`config.mk`:
```
export PLATFORM = sky130hd
export DESIGN_NAME = forwarding_hazard_unit
export DESIGN_NICKNAME = d
export VERILOG_FILES = /design/src/rtl/forwarding_hazard_unit.sv
export SDC_FILE = /design/constraint.sdc
export NUM_CORES = 1
export LEC_CHECK = 0
export ABC_AREA = 1
export CELL_PAD_IN_SITES_DETAIL_PLACEMENT = 1
export CELL_PAD_IN_SITES_GLOBAL_PLACEMENT = 2
export CORE_MARGIN = 1.5
export CORE_UTILIZATION = 28
export DETAILED_ROUTE_END_ITERATION = 8
export PLACE_DENSITY = 0.93
export SETUP_SLACK_MARGIN = 0.02
export SYNTH_ARGS = -nofsm -noshare
export SYNTH_HDL_FRONTEND = slang
export SYNTH_SLANG_ARGS = --single-unit
export TNS_END_PERCENT = 20
```
`constraint.sdc`:
```
create_clock -name clk -period 3.7 [get_ports clk]
set_input_delay 0.555 -clock clk [delete_from_list [all_inputs] [get_ports clk]]
set_output_delay 0.555 -clock clk [all_outputs]
set_load 0.01 [all_outputs]
```
`src/rtl/forwarding_hazard_unit.sv`:
```
// Shadow EXE/MEM/WB tag pipeline that drives EXE forwarding selects and load-use stalls.
// Macro FORWARDING_EN enables forwarding; without it selects read 00 and any RAW on EXE/MEM stalls.
module forwarding_hazard_unit #(
  parameter int REG_ADDR_LEN  = 5,
  parameter int STALL_CNT_LEN = 16
) (
  input  logic                     clk,
  input  logic                     rst,
  input  logic                     id_valid,
  input  logic [REG_ADDR_LEN-1:0]  id_src1,
  input  logic                     id_src1_used,
  input  logic [REG_ADDR_LEN-1:0]  id_src2,
  input  logic                     id_src2_used,
  input  logic [REG_ADDR_LEN-1:0]  id_st_src,
  input  logic                     id_is_store,
  input  logic [REG_ADDR_LEN-1:0]  id_dest,
  input  logic                     id_wb_en,
  input  logic                     id_mem_r_en,
  input  logic                     flush,
  output logic [1:0]               val1_sel,
  output logic [1:0]               val2_sel,
  output logic [1:0]               ST_val_sel,
  output logic                     hazard_stall,
  output logic [STALL_CNT_LEN-1:0] stall_count
);
  localparam logic [1:0] SEL_RF  = 2'b00;
  localparam logic [1:0] SEL_MEM = 2'b01;
  localparam logic [1:0] SEL_WB  = 2'b10;

  typedef struct packed {
    logic [REG_ADDR_LEN-1:0] src1;
    logic [REG_ADDR_LEN-1:0] src2;
    logic [REG_ADDR_LEN-1:0] st_src;
    logic [REG_ADDR_LEN-1:0] dest;
    logic                    src1_used;
    logic                    src2_used;
    logic                    is_store;
    logic                    wb_en;
    logic                    mem_r_en;
  } exe_stage_t;

  typedef struct packed {
    logic [REG_ADDR_LEN-1:0] dest;
    logic                    wb_en;
  } tag_stage_t;

  exe_stage_t               exe_reg, exe_next;
  tag_stage_t               exe_tag, mem_stage_reg, wb_stage_reg;
  logic [STALL_CNT_LEN-1:0] stall_count_reg, stall_count_next;
  logic                     raw_exe;

  // Register 0 is hardwired, so a write to it never produces a forwardable value.
  function automatic logic produces(input tag_stage_t t, input logic [REG_ADDR_LEN-1:0] r);
    return t.wb_en && (t.dest != '0) && (t.dest == r);
  endfunction

  function automatic logic id_raw_on(input tag_stage_t t,
                                     input logic [REG_ADDR_LEN-1:0] s1, s2, st,
                                     input logic u1, u2, ist);
    return (u1 && produces(t, s1)) || (u2 && produces(t, s2)) || (ist && produces(t, st));
  endfunction

  assign exe_tag = {exe_reg.dest, exe_reg.wb_en};
  assign raw_exe = id_raw_on(exe_tag, id_src1, id_src2, id_st_src,
                             id_src1_used, id_src2_used, id_is_store);

`ifdef FORWARDING_EN
  logic [2:0][REG_ADDR_LEN-1:0] opnd_src;
  logic [2:0]                   opnd_used;

  assign opnd_src  = {exe_reg.st_src, exe_reg.src2, exe_reg.src1};
  assign opnd_used = {exe_reg.is_store, exe_reg.src2_used, exe_reg.src1_used};
  assign hazard_stall = id_valid && !flush && exe_reg.mem_r_en && raw_exe;
`else
  logic raw_mem;
  logic unused_nofwd;

  assign raw_mem = id_raw_on(mem_stage_reg, id_src1, id_src2, id_st_src,
                             id_src1_used, id_src2_used, id_is_store);
  // Without forwarding the consumer waits until its producer has reached WB.
  assign hazard_stall = id_valid && !flush && (raw_exe || raw_mem);
  assign unused_nofwd = ^{exe_reg, wb_stage_reg};
`endif

  genvar gi;
  generate
    for (gi = 0; gi < 3; gi++) begin : g_sel
      logic [1:0] sel;
`ifdef FORWARDING_EN
      // MEM holds the younger producer, so it wins over WB.
      always_comb begin
        sel = SEL_RF;
        if (opnd_used[gi]) begin
          if (produces(mem_stage_reg, opnd_src[gi])) begin
            sel = SEL_MEM;
          end else if (produces(wb_stage_reg, opnd_src[gi])) begin
            sel = SEL_WB;
          end
        end
      end
`else
      assign sel = SEL_RF;
`endif
    end
  endgenerate

  assign val1_sel   = g_sel[0].sel;
  assign val2_sel   = g_sel[1].sel;
  assign ST_val_sel = g_sel[2].sel;

  always_comb begin
    exe_next = '0;
    if (id_valid && !flush && !hazard_stall) begin
      exe_next.src1      = id_src1;
      exe_next.src2      = id_src2;
      exe_next.st_src    = id_st_src;
      exe_next.dest      = id_dest;
      exe_next.src1_used = id_src1_used;
      exe_next.src2_used = id_src2_used;
      exe_next.is_store  = id_is_store;
      exe_next.wb_en     = id_wb_en;
      exe_next.mem_r_en  = id_mem_r_en;
    end
  end

  always_comb begin
    stall_count_next = stall_count_reg;
    if (hazard_stall && (stall_count_reg != '1)) begin
      stall_count_next = stall_count_reg + STALL_CNT_LEN'(1);
    end
  end

  always_ff @(posedge clk or posedge rst) begin
    if (rst) begin
      exe_reg         <= '0;
      mem_stage_reg   <= '0;
      wb_stage_reg    <= '0;
      stall_count_reg <= '0;
    end else begin
      exe_reg         <= exe_next;
      mem_stage_reg   <= exe_tag;
      wb_stage_reg    <= mem_stage_reg;
      stall_count_reg <= stall_count_next;
    end
  end

  assign stall_count = stall_count_reg;
endmodule
```
==> results.json <==
{
  "grt_pass1_wl_mm": 9.85,
  "synth_commonest_cells": "107 x nand2_1, 35 x nor2_1, 32 x inv_1",
  "wl_per_cell_um": 13.2,
  "yosysUniqueCellTypes": 29,
  "syn_avg_cell_area_um2": 6.71,
  "drt-initial-drc-count": 51,
  "syn_inst": 306,
  "path_clk_slew_ps": 100,
  "drv_slew": 0,
  "cts_inserted_buffers": 3,
  "cts_root_buf": "clkbuf_8",
  "outcome": "complete, no violations",
  "seqPwrFrac": 0.513,
  "antenna_found_initial": 0,
  "peakVddDrop_mv": 0.114,
  "ctsResizeCount": 0,
  "startpoint_type": "input pin",
  "p_per_area_nw_per_um2": 238,
  "pwr-share-clk": 0.316,
  "postCtsSetupRepairBufs": 0,
  "critPathTopFamily": "buffers and inverters",
  "yosysMostFrequentCell": "nand2_1",
  "drive_gt1_frac": 0.111,
  "timing.final.crit_share": 0.855,
  "comb_power_share": 0.170,
  "hold_class": "flop to flop",
  "die_w_um": 88.7,
  "port_buffers": 44,
  "clock-skew-final_ps": 3.94,
  "grt-ovfl-total": 0,
  "num_vias": 2060,
  "groute.usage.overall": 0.161,
  "final_hold_viol_count": 0,
  "largest_reg_flops": 16,
  "cts_hold_buf": 0,
  "dieHeight_um": 88.7,
  "via_per_inst": 4.59,
  "clock_latency_ps": 280,
  "syn_area_um2": 2050,
  "path_buf_inv": 4,
  "final-setup-viol-count": 0,
  "crit_path_end_kind": "output pin",
  "setup_tns_ps": 0,
  "antenna_cells": 0,
  "cp.required_ps": 3140,
  "hpwl_mm": 4.56,
  "coreArea_um2": 7180,
  "route.detailed.drc": 0,
  "synth-seq-area-share": 0.341,
  "dr.pass1.iters": 4,
  "max_cap_violations": 0,
  "slew_headroom": 0.246,
  "fin_crit_ps": 3170,
  "whs_ps": 384,
  "cts_tree": "yes",
  "grt_pass1_vias": 2159,
  "p_leak_nw": 1.35,
  "slowest_stage": "clkdlybuf4s50_1",
  "start_util": 0.286,
  "dieArea_um2": 7860,
  "fmax_ghz": 0.316,
  "gp_congestion": 0.858,
  "yosys_warnings": 0,
  "arrival_ps": 2610,
  "cts-htree-levels": 1,
  "drt_wl_total_mm": 5.92,
  "ios": 52,
  "worstMarginPinSlew_ps": 1130,
  "area_delta_synth_final_pct": 27.9,
  "crit_chain": "clkdlybuf4s50_1, inv_1, nand2_1, nand2_1, nor2_1, nand3_1, nand3_2, nand2_2, nand2_8, inv_1, nor3_1, clkdlybuf4s50_1",
  "cts_buffer_depth": 2,
  "synth_top_area_share": 0.341,
  "internal_power_w": 0.000456,
  "cts.sinks": 28,
  "cp_slowest_stage_delay_ps": 560,
  "rsz0062_at_grt": "false",
  "synth_top_area_cell": "dfrtp_1",
  "rows": 31,
  "nFillCells": 927,
  "synthTopCellsByArea": "dfrtp_1 34%, nand2_1 20%, nor2_1 6.4%, inv_1 5.8%, nand4_1 5.8%",
  "synth_enable_flop_cells": 0,
  "antenna_left": 0,
  "synth_seq_cells": 28,
  "cp_max_fo": 19,
  "switching_share": 0.271,
  "nNetsFinal": 381,
  "power.net_switching_w": 0.000170,
  "grt_max_degree": 29,
  "yosys_most_used_dff": "dfrtp_1",
  "synthArstFlopShare": 1.00,
  "crit_type": "input pin to output pin"
}
[stage by stage]
step	power [W]	setup WS, ps	util	std cells	instance area (um^2)
6_report	0.000627	535	0.366	449	2630
5_1_grt	0.000656	395	0.366	449	2630
4_1_cts	0.000634	521	0.366	449	2630
3_5_place_dp	0.000436	531	0.359	445	2570
3_3_place_gp	0.000434	550	0.359	445	2570
2_1_floorplan	0.000385	1740	-	311	2070
[layout make-up]
type / count / area [um^2] / area share
inverters: 43 / 163 / 0.0619
repair buffers: 45 / 448 / 0.170
multi-input cells: 230 / 1140 / 0.433
well taps: 99 / 124 / 0.0471
clock buffers: 4 / 55.1 / 0.0210
flip-flops and latches: 28 / 701 / 0.267
[routing by layer]
metal	vias up	routed length [um]	GRT usage
li1	1025	-	-
met1	999	2570	0.188
met2	31	3120	0.308
met3	5	174	0.0224
met4	0	55	0.0341
met5	-	0	0
[path summary, 6_finish.rpt]
check                                      startpoint                    endpoint  slack, ps  cells past startpoint
hold / removal                   exe_reg[1]$_DFF_PP0_  mem_stage_reg[0]$_DFF_PP0_        380                      0
setup reg to reg           stall_count[0]$_DFFE_PP0P_  stall_count[8]$_DFFE_PP0P_       1900                      7
setup / recovery                           id_src2[4]                hazard_stall        530                     12
hold reg to reg                  exe_reg[1]$_DFF_PP0_  mem_stage_reg[0]$_DFF_PP0_        380                      0
max in group asynchronous                         rst  stall_count[0]$_DFFE_PP0P_       2170                      2
min in group asynchronous                         rst        exe_reg[7]$_DFF_PP0_        860                      2
[cells by family (layout without fill, tap and decap cells)]
kind of cell | after synthesis | count (layout) | synth area share
buf+inv | 53 | 92 | 0.114
xor+xnor | 13 | 13 | 0.0554
flops | 28 | 28 | 0.341
compound gates | 8 | 8 | 0.0195
fa+ha+maj | 1 | 1 | 0.00609
other cells | 1 | 6 | 0.00183
simple gates | 202 | 202 | 0.462
[power groups by stage]
stage / registers, W / clock network (W) / logic [W]
finish: 0.000322 / 0.000198 / 0.000107
global route: 0.000323 / 0.000212 / 0.000121
CTS: 0.000322 / 0.000203 / 0.000109
detailed placement: 0.000328 / 0 / 0.000108
global placement: 0.000327 / 0 / 0.000106
floorplan: 0.000326 / 0 / 0.0000593
[layout by cell type, fill, tap and decap left out, types with 3 or more instances in the layout]
cell / count
xnor2_1: 7
clkdlybuf4s50_1: 44
nor2_1: 35
o21ai_0: 5
inv_2: 10
nand2_2: 12
nor3_1: 3
nand2_1: 107
dfrtp_1: 28
clkbuf_8: 4
nand3_1: 15
conb_1: 6
nand4_1: 19
xor2_1: 6
inv_1: 32
nor2_2: 3
[worst reg2reg max path, delay by kind of cell, from the launching register on]
family | cells | cell delay, ps
flip-flops | 1 | 450
buffers and inverters | 1 | 90
adder cells (fa/ha/maj) | 1 | 310
AND/OR/NAND/NOR | 5 | 880
No activity file was read; power rests on OpenSTA's default activity.
